===== src/rtl/neuron_driver.sv =====
// neuron_driver
//   Collects NUM_INPUTS serial samples into a parallel vector. It then sends a
//   one-cycle start pulse to the neuron, waits for the neuron's result, and
//   holds that result until downstream accepts it.
//
//   Optional feature: define NEURON_DRIVER_TIMEOUT_EN to enable a WAIT-state
//   watchdog. If the watchdog expires, the FSM abandons the evaluation and
//   timeout_error is set.
//
// Ports
//   clock, reset_n              clock (rising edge), async active-low reset
//   in_valid, in_data, in_ready serial sample handshake
//   neuron_inputs               parallel vector to the neuron
//   neuron_input_ready          start pulse to the neuron
//   neuron_out                  neuron result
//   neuron_output_ready         neuron result strobe
//   result_valid, result_data,
//   result_ready                captured-result handshake
//   busy                        high when the FSM is not in LOAD
//   timeout_error               sticky watchdog flag, cleared by the next accept
//
// state | meaning
// LOAD  | accepting serial samples into neuron_inputs
// FIRE  | one-cycle start pulse to the neuron
// WAIT  | waiting for neuron_output_ready (watchdog runs here when enabled)
// HOLD  | presenting result_data until result_ready

module neuron_driver #(
  parameter int DATA_WIDTH     = 32,
  parameter int NUM_INPUTS     = 16,
  parameter int TIMEOUT_CYCLES = 64
) (
  input  logic                         clock,
  input  logic                         reset_n,
  input  logic                         in_valid,
  input  logic signed [DATA_WIDTH-1:0] in_data,
  output logic                         in_ready,
  output logic signed [DATA_WIDTH-1:0] neuron_inputs [NUM_INPUTS],
  output logic                         neuron_input_ready,
  input  logic signed [DATA_WIDTH-1:0] neuron_out,
  input  logic                         neuron_output_ready,
  output logic                         result_valid,
  output logic signed [DATA_WIDTH-1:0] result_data,
  input  logic                         result_ready,
  output logic                         busy,
  output logic                         timeout_error
);

  localparam int CW = $clog2(NUM_INPUTS + 1);

  typedef enum logic [1:0] {
    LOAD = 2'd0,
    FIRE = 2'd1,
    WAIT = 2'd2,
    HOLD = 2'd3
  } state_t;

  state_t        state;
  logic [CW-1:0] count;

`ifdef NEURON_DRIVER_TIMEOUT_EN
  localparam int TW = $clog2(TIMEOUT_CYCLES + 1);
  logic [TW-1:0] wait_cnt;
`else
  assign timeout_error = 1'b0;
`endif

  // All outputs are registered. Each one is updated together with the state
  // transition, so in_ready is a pure function of the state register and has
  // no combinational path from result_ready.
  always_ff @(posedge clock or negedge reset_n) begin
    if (!reset_n) begin
      state              <= LOAD;
      count              <= '0;
      for (int i = 0; i < NUM_INPUTS; i++) neuron_inputs[i] <= '0;
      result_data        <= '0;
      result_valid       <= 1'b0;
      neuron_input_ready <= 1'b0;
      in_ready           <= 1'b1;
      busy               <= 1'b0;
`ifdef NEURON_DRIVER_TIMEOUT_EN
      wait_cnt           <= '0;
      timeout_error      <= 1'b0;
`endif
    end else begin
      case (state)
        LOAD: begin
          if (in_valid) begin
            // A loop over all elements avoids indexing with the wider count.
            for (int i = 0; i < NUM_INPUTS; i++) begin
              if (count == CW'(i)) neuron_inputs[i] <= in_data;
            end
            count <= count + 1'b1;
`ifdef NEURON_DRIVER_TIMEOUT_EN
            timeout_error <= 1'b0;
`endif
            if (count == CW'(NUM_INPUTS - 1)) begin
              state              <= FIRE;
              neuron_input_ready <= 1'b1;
              in_ready           <= 1'b0;
              busy               <= 1'b1;
            end
          end
        end

        FIRE: begin
          state              <= WAIT;
          neuron_input_ready <= 1'b0;
`ifdef NEURON_DRIVER_TIMEOUT_EN
          wait_cnt           <= '0;
`endif
        end

        WAIT: begin
          // The neuron's result takes priority over the watchdog if both occur
          // in the same cycle.
          if (neuron_output_ready) begin
            state        <= HOLD;
            result_data  <= neuron_out;
            result_valid <= 1'b1;
          end
`ifdef NEURON_DRIVER_TIMEOUT_EN
          else if (wait_cnt == TW'(TIMEOUT_CYCLES - 1)) begin
            state         <= LOAD;
            count         <= '0;
            in_ready      <= 1'b1;
            busy          <= 1'b0;
            timeout_error <= 1'b1;
          end else begin
            wait_cnt <= wait_cnt + 1'b1;
          end
`endif
        end

        HOLD: begin
          if (result_ready) begin
            state        <= LOAD;
            count        <= '0;
            result_valid <= 1'b0;
            in_ready     <= 1'b1;
            busy         <= 1'b0;
          end
        end

        default: begin
          state              <= LOAD;
          count              <= '0;
          result_valid       <= 1'b0;
          neuron_input_ready <= 1'b0;
          in_ready           <= 1'b1;
          busy               <= 1'b0;
        end
      endcase
    end
  end

endmodule


===== config.mk =====
export PLATFORM = sky130hd
export DESIGN_NAME = neuron_driver
export DESIGN_NICKNAME = d
export VERILOG_FILES = /design/src/rtl/neuron_driver.sv
export SDC_FILE = /design/constraint.sdc
export NUM_CORES = 1
export LEC_CHECK = 0
export ABC_AREA = 1
export CORE_MARGIN = 2
export CORE_UTILIZATION = 30
export DETAILED_ROUTE_END_ITERATION = 10
export PLACE_DENSITY = 0.63
export RECOVER_POWER = 50
export SLEW_MARGIN = 40
export SYNTH_ARGS = -nofsm -noshare
export SYNTH_HDL_FRONTEND = slang
export SYNTH_SLANG_ARGS = --single-unit

===== constraint.sdc =====
create_clock -name clock -period 3.1 [get_ports clock]
set_clock_uncertainty 0.15 [all_clocks]
set_input_delay 0.62 -clock clock [delete_from_list [all_inputs] [get_ports clock]]
set_output_delay 0.62 -clock clock [all_outputs]
set_load 0.005 [all_outputs]

* Word level (Yosys, flattened, before mapping) *
Cells that the tools add are included.

storage, ports and cells
  bits in registers = 555
  output and inout bits = 549
  word-level logic and storage cells = 92
  input port bits = 69

operators by class
  equality and inequality tests = 22
  reduce and logical (&&, ||, !) cells = 27
  muxes and demuxes = 19
  add/sub/neg operators = 1

operators with widths
  cell                                            count
  AND reduction 3 bit                             19
  == test 5 x 4 -> 1 bit (second input constant)  8
  == test 5 x 3 -> 1 bit (second input constant)  4
  == test 5 x 2 -> 1 bit (second input constant)  2
  2-to-1 mux 5 bit                                2
  one-hot mux 5 bit (2 select lines)              1
  2-to-1 mux 2 bit                                4
  inequality test 2 bit (second input constant)   4
  one-hot mux 1 bit (2 select lines)              4
  one-hot mux 2 bit (4 select lines)              1
  AND reduction 4 bit                             2
  2-to-1 mux 1 bit                                7
  nonzero test 2 bit                              3
  adder 5 x 1 -> 5 bit (second input constant)    1
  == test 5 x 1 -> 1 bit (second input constant)  1
  logical NOT 5 bit                               1
  == test 2 bit (second input constant)           2
  == test 2 x 1 -> 1 bit (second input constant)  1
  logical NOT 2 bit                               1
  AND reduction 2 bit                             1

* Longest topological paths before layout *
Gate-level depths: netlist of the first run.

  depth in word-level cells = 4
  depth in mapped cells = 10
  gate-level depth less buffers = 10

* Worst setup path after synthesis of the first run *
No wires, ideal clock.

  path type = reg2reg
  start = register count[0]
  end = register neuron_inputs[13] in the netlist's numbering
  path buffers = 1
  data arrival time = 1.498 ns
  library setup time = 0.133 ns
  data required time = 2.817 ns
  setup slack = 1.319 ns
  period minus slack after synthesis = 1.781 ns
  stages on the path, launching flop included = 11
  cell sequence = dfrtp_1 ha_1 inv_1 nor2_1 ha_1 inv_1 nor3_2 inv_2 clkbuf_1 nand2_1 o21ai_0

between the ends
  cells in the longest elaborated chain, start to end = 2

RTL lines
  element                         RTL line  source
  start: declaration              59        logic [CW-1:0] count;
  start signal: assignment        93        count <= count + 1'b1;
  == test 5 x 4 -> 1 bit          91        if (count == CW'(i)) neuron_inputs[i] <= in_data;
  AND reduction 3 bit (no line)   -
  end signal: indexed assignment  91
  end: declaration                38        output logic signed [DATA_WIDTH-1:0] neuron_inputs [NUM_INPUTS],

No other way between the ends.
A chain may end at the register's enable or synchronous reset.

* Worst setup path in the final report of the first run *
  start = register state[0]
  end = register neuron_inputs[231] in the netlist's numbering

between the ends
  cells in the longest elaborated chain, start to end = 2

RTL lines
  element                        RTL line  source
  start: declaration             58        state_t state;
  start signal: assignment       73        state <= LOAD;
  start signal: assignment       98        state <= FIRE;
  start signal: assignment       107       state <= WAIT;
  logical NOT 2 bit              86        case (state)
  AND reduction 3 bit (no line)  -

No other way between the ends.

==> results.ini, run 1 <==
[clocking]
clk_pin_slew_ps=60
cts_sinks=555
cts_buffers=59
cts_max_level=2
cts_buffer_depth=3
root_buffer=clkbuf_16
cts_tree=done
cts_resized=0
clkLatencyLatePin_ps=600

[layout]
nets=2647
n_antenna_cell=0
final_cells=3483
final_util_pct=43.49
final_area_sq_um=29110
areaGrowthSynthToFinish_pct=43.86
drive_gt1_share_pct=6.628

[synthesis]
seq_area_frac_synth_pct=68.65
synthesis.instances=1985
synth.distinct_cells=22
syn_nets=2063
yosysWarnings=0
ys_ff_latch=555
synthesis.area_sq_um=20230
avgSynthCellArea_sq_um=10.19

[setup_path]
slowest_delay_ps=490
path_max_fanout=47
crit_top_cell=nand2_1
crit_arrival_ps=2920
cp-start-kind=flop
path_class=flop to flop
cp.required_ps=3400
slowest_stage=nand2_1
critical_path.cell_chain=inv_1 -> ha_1 -> nand2_1 -> nor2_1 -> nand2_1 -> buf_12 -> nand2_1 -> o21ai_0
crit_path_end_kind=flop

[pwr]
power_mw=29.41
leakage_nw=13.40
power.density_nw_per_um2=1010
ir_worst_vdd_uv=561.9

[timing]
worst_pin_slew_ps=1546
fmax_mhz=382.3
finalSetupTns_ps=0
grt_setup_unrepaired=false
min_period_ps=2616
setup_viol=0
final_hold_viol_count=0
setup_ws_ps=484.5
maxSlewHeadroom_pct=-3.068
fin_crit_sh_pct=84.37
timing.hold.ws_ps=319.5
drv_slew=29

[detailed_routing]
vias_per_cell=4.728
drt-pass1-iter-count=5
wire_per_inst_um=19.88
wl_um=69230
drc=0
via_count=16470
drtAntennaViolNets=0
drt_iter0_markers=1435

[global_routing]
antenna_found_initial=1
grt_pass1_wl_um=103600
grt-ovfl-total=0
grt_max_degree=74
track_usage_pct=19.47
grt_pass1_vias=16000

[place]
place_congestion=0.8247
placed_area_sq_um=27480
dp_cells=3380
pre_cts_slack_ps=456.1
port_buffers=616
hpwl_um=48550

[hold_path]
hold_class=flop to flop

[floorplanning]
dieArea_sq_um=69540
core_region_area_sq_um=66920
initial_utilization_pct=30.23
die_x_um=263.7
die_y_um=263.7
rows=95
ios=618

[run_status]
status=complete, but fails checks
failed_checks=capacitance limit, slew limit

[run]
max-cap-violations=1

==> worst max-delay path: cells and delay by family (launching register included) <==
| kind | cells | cell delay, ps |
|---|---|---|
| compound gates | 1 | 80 |
| fa+ha+maj | 1 | 270 |
| buf+inv | 2 | 460 |
| flops | 1 | 410 |
| simple gates | 4 | 1070 |
==> timing repair <==
item	4_1_cts	5_1_grt
buffers inserted	0	0
setup endpoints to repair	0	0
endpoints found under the hold margin	42	0
hold buffers	1	0
==> state kept, by name (all words and copies together) (netlist names) <==
name / cells
neuron_input_ready: 1
in_ready: 1
result_data: 32
busy: 1
count: 5
state: 2
result_valid: 1
neuron_inputs: 512
==> kinds of logic after synthesis <==
group	Yosys count	share of synthesized area, %
compound gates	423	10.46
xor+xnor	1	0.04330
fa+ha+maj	9	0.5566
buf+inv	192	3.717
flops	555	68.65
mux	32	1.781
other cells	1	0.01853
simple gates	772	14.77
==> placed cells by master, fill, tap and decap left out, types with 3 or more instances in the layout <==
master and n:
buf_12 6, buf_4 10, clkbuf_1 25, clkbuf_16 59, clkbuf_2 5, clkbuf_4 7
clkbuf_8 11, clkdlybuf4s50_1 615, clkinv_2 9, clkinvlp_4 3, dfrtp_1 554, ha_1 9
inv_1 52, inv_2 5, inv_6 3, mux2_2 32, nand2_1 735, nand2_2 10
nand3_1 10, nor2_1 9, nor2_2 4, o21ai_0 407, o21ai_1 16
==> synthesized netlist by cell type (all sizes together) <==
master	instances	area share [%]
ha	9	0.56
nor2	13	0.40
buf	23	0.58
conb	1	0.019
dfstp	1	0.13
dfrtp	554	69
nand3	10	0.25
o21ai	423	10
mux2	32	1.8
or2	1	0.031
nand4	2	0.062
nand2	745	14
xor2	1	0.043
nor3	1	0.049
inv	58	1.1
clkbuf	111	2.1
==> where the power goes <==
| group | switching [mW] | internal [mW] | total, mW | leakage (nW) |
|---|---|---|---|---|
| clock network | 2.91 | 3.91 | 6.83 | 0.904 |
| registers | 1.75 | 10.2 | 12.0 | 7.25 |
| logic | 4.29 | 6.31 | 10.6 | 5.24 |
| total | 8.95 | 20.5 | 29.4 | 13.4 |
==> path summary, 6_finish.rpt <==
check,slack (ps),endpoint,cells past startpoint,from
worst max-delay path,480,neuron_inputs[231],8,state[0]
worst min-delay path,320,in_ready,2,in_ready
worst max register to register,480,neuron_inputs[231],8,state[0]
worst min register to register,320,in_ready,2,in_ready
max in group asynchronous,600,neuron_inputs[57],3,reset_n
min in group asynchronous,420,neuron_inputs[344],2,reset_n
==> area by class of cell <==
| type | count | area (sq um) |
|---|---|---|
| multi-input combinational | 1238 | 5562 |
| clock inverter | 18 | 162.7 |
| sequential | 555 | 13890 |
| tap | 873 | 1092 |
| clock buffer | 84 | 1680 |
| inverter | 58 | 220.2 |
| fill | 6314 | 37810 |
| timing repair buffer | 657 | 6500 |
==> per-layer routing <==
layer,wire length [um],global-route usage (%)
met2,33720,32.65
met1,27690,24.12
met4,2680,7.490
met3,5122,4.978
met5,13,0
No activity file was read; power rests on OpenSTA's default activity.
==> run 2: changes to the inputs <==
- PLACE_DENSITY: 0.63 -> 0.65
- clock period: 3.1 -> 2.2 ns (I/O delays scaled with it)
==> run 2 against run 1 <==
  * Cell count grew 0.78%
  * Sequential power increased by 42%
  * Setup slack got worse by 410 ps
  * Power increased by 42%
  * Worst hold slack got worse by 9.6 ps
  * Via count is 0.27% higher
  * Die area unchanged
  * The run now ends clean
  * Sequential share of layout area fell by 0.55 points
  * Non-clock buffer count is 28 higher
==> results.ini, run 2 (same netlist as run 1, synthesis figures left out) <==
[detailed_routing]
drc=0  ; unchanged
via_count=16510  ; +0.27%
drt_iter0_markers=1397  ; -2.6%
wl_um=69670  ; +0.63%
drt-pass1-iter-count=6  ; +1
wire_per_inst_um=19.85  ; -0.14%
drtAntennaViolNets=0  ; unchanged
vias_per_cell=4.705  ; -0.50%

[floorplanning]
die_x_um=263.7  ; unchanged
core_region_area_sq_um=66920  ; unchanged
rows=95  ; unchanged
dieArea_sq_um=69540  ; unchanged
die_y_um=263.7  ; unchanged
initial_utilization_pct=30.23  ; unchanged
ios=618  ; unchanged

[layout]
largest_register_ffs=512  ; unchanged
final_common_cell=nand2_1
multi_input_area_sq_um=5574  ; +0.23%
n_fill_cell=6172  ; -2.2%
n_antenna_cell=0  ; unchanged
final_util_pct=44.00  ; +0.51 points
largest-register=neuron_inputs
final_area_sq_um=29450  ; +1.2%
top_regs=neuron_inputs (512), result_data (32), count (5)
ff_latch_area_sq_um=13890  ; about the same
drive_gt1_share_pct=7.736  ; +1.1 points
mostFrequentLayoutCells=nand2_1, clkdlybuf4s50_1, dfrtp_1
nets=2673  ; +0.98%
areaGrowthSynthToFinish_pct=45.54

[setup_path]
crit_arrival_ps=1540  ; -1380 ps
r2r_end=neuron_inputs[21]
cp-start-kind=flop
worstSetupEndpoint=neuron_inputs[18]
cp.depth=1  ; -7
r2r_start=count[1]
path_class=flop to output port
cp.buffers_inverters=1  ; -1
crit_path_end_kind=output port
r2r_setup_slack_ps=140  ; -340 ps
path_max_fanout=2  ; -96%
ff2ff_path_depth=10  ; +2
cp.required_ps=1610  ; -1790 ps
critical_path.cell_chain=clkdlybuf4s50_1
slowest_delay_ps=600  ; +110 ps
slowest_stage=clkdlybuf4s50_1
critical_path.top_delay_family=buffers and inverters
crit_start=neuron_inputs[18]

[run]
max-cap-violations=0  ; -1

[place]
placed_area_sq_um=27800  ; +1.2%
hpwl_um=48880  ; +0.67%
port_buffers=616  ; unchanged
place_congestion=0.8550  ; +3.7%

[global_routing]
grt_pass1_wl_um=104100  ; +0.46%
antenna_found_initial=2  ; +1
grt_pass1_vias=16370  ; +2.3%
track_usage_pct=19.61  ; +0.14 points
grt-ovfl-total=0  ; unchanged
grt_max_degree=65  ; -12%

[clocking]
cts_tree=done
root_buffer=clkbuf_16
cts_buffers=57  ; -3.4%
clkLatencyLatePin_ps=600  ; about the same
post_cts_buffers=0  ; unchanged
cts_buffer_depth=3  ; unchanged
clk_pin_slew_ps=60  ; about the same
cts_sinks=555  ; unchanged
cts_max_level=2  ; unchanged

[timing]
final_hold_viol_count=0  ; unchanged
worst_pin_slew_ps=1104  ; -442.1 ps
grt_setup_unrepaired=false
min_period_ps=2129
fin_crit_sh_pct=96.79
setup_viol=0  ; unchanged
maxSlewHeadroom_pct=26.41  ; +29 points
fmax_mhz=469.6
drv_slew=0  ; -100%

[pwr]
ir_worst_vdd_uv=804.2  ; +43%
power.density_nw_per_um2=1415  ; +40%
leakage_nw=13.58  ; +1.4%

[run_status]
status=finished, final reports clean

[hold_path]
hold_class=input pin to flop

-- run 2: changes by cell type in the layout (fill, tap and decap cells not counted), moves of 6 or more --
cell,before,now
buf_4,10,24
buf_6,0,11
clkbuf_8,11,18
clkdlybuf4s50_1,615,609
o21ai_0,407,413
o21ai_1,16,10
-- run 2: layout make-up --
| type | instances | area share (%) |
|---|---|---|
| sequential | 555 | 47.17 |
| timing repair buffer | 685 | 22.99 |
| multi-input combinational | 1238 | 18.93 |
| clock buffer | 88 | 5.851 |
| tap | 873 | 3.709 |
| inverter | 58 | 0.7393 |
| clock inverter | 13 | 0.6161 |
-- run 2: repair_timing --
item,CTS,global route
endpoints found under the setup margin,5,11
hold endpoints to repair,33,0
gates resized for setup,5,3
pin swaps,0,0
hold buffers,1,0
-- run 2: stage by stage --
stage	total power [mW]	setup WS (ps)	instances	hold WS (ps)	setup TNS, ps
after CTS	42.22	14.20	3510	256.5	0
final	41.68	70.73	3510	309.8	0
after global placement	31.73	-11.84	3408	306.3	-96.00
after detailed placement	32.20	-65.50	3408	308.5	-3377
after global routing	44.10	5.241	3510	264.5	0
after floorplan	21.07	418.6	1985	-5.591	0
-- run 2: worst min path at each step --
stage	from	to	slack, ps	depth (start not counted)
finish	neuron_out[13]	result_data[13]	310	2
global placement	reset_n	neuron_inputs[216]	310	1
global route	neuron_out[13]	result_data[13]	260	2
CTS	reset_n	neuron_inputs[216]	260	2
detailed placement	neuron_inputs[159]	neuron_inputs[159]	310	2
floorplan	reset_n	busy	-6	0
-- run 2: metal layers --
metal / share of wire, % / GRT usage, % / vias to the layer above
li1: - / - / 7567
met1: 39 / 23.99 / 8066
met2: 49 / 33.14 / 721
met3: 7.6 / 4.875 / 159
met4: 4.2 / 7.969 / 0
met5: 0 / 0 / -
-- run 2: power breakdown --
group	total (mW)	leakage (nW)	switching, mW	internal [mW]
sequential	17.0	7.25	2.54	14.4
clock	9.82	0.933	4.00	5.82
combinational	14.9	5.40	6.00	8.91
==> run 3: changes to the inputs <==
- CAP_MARGIN: not set -> 0
==> results of run 3 <==
Final layout, timing and power as in run 2 (identical DEF).
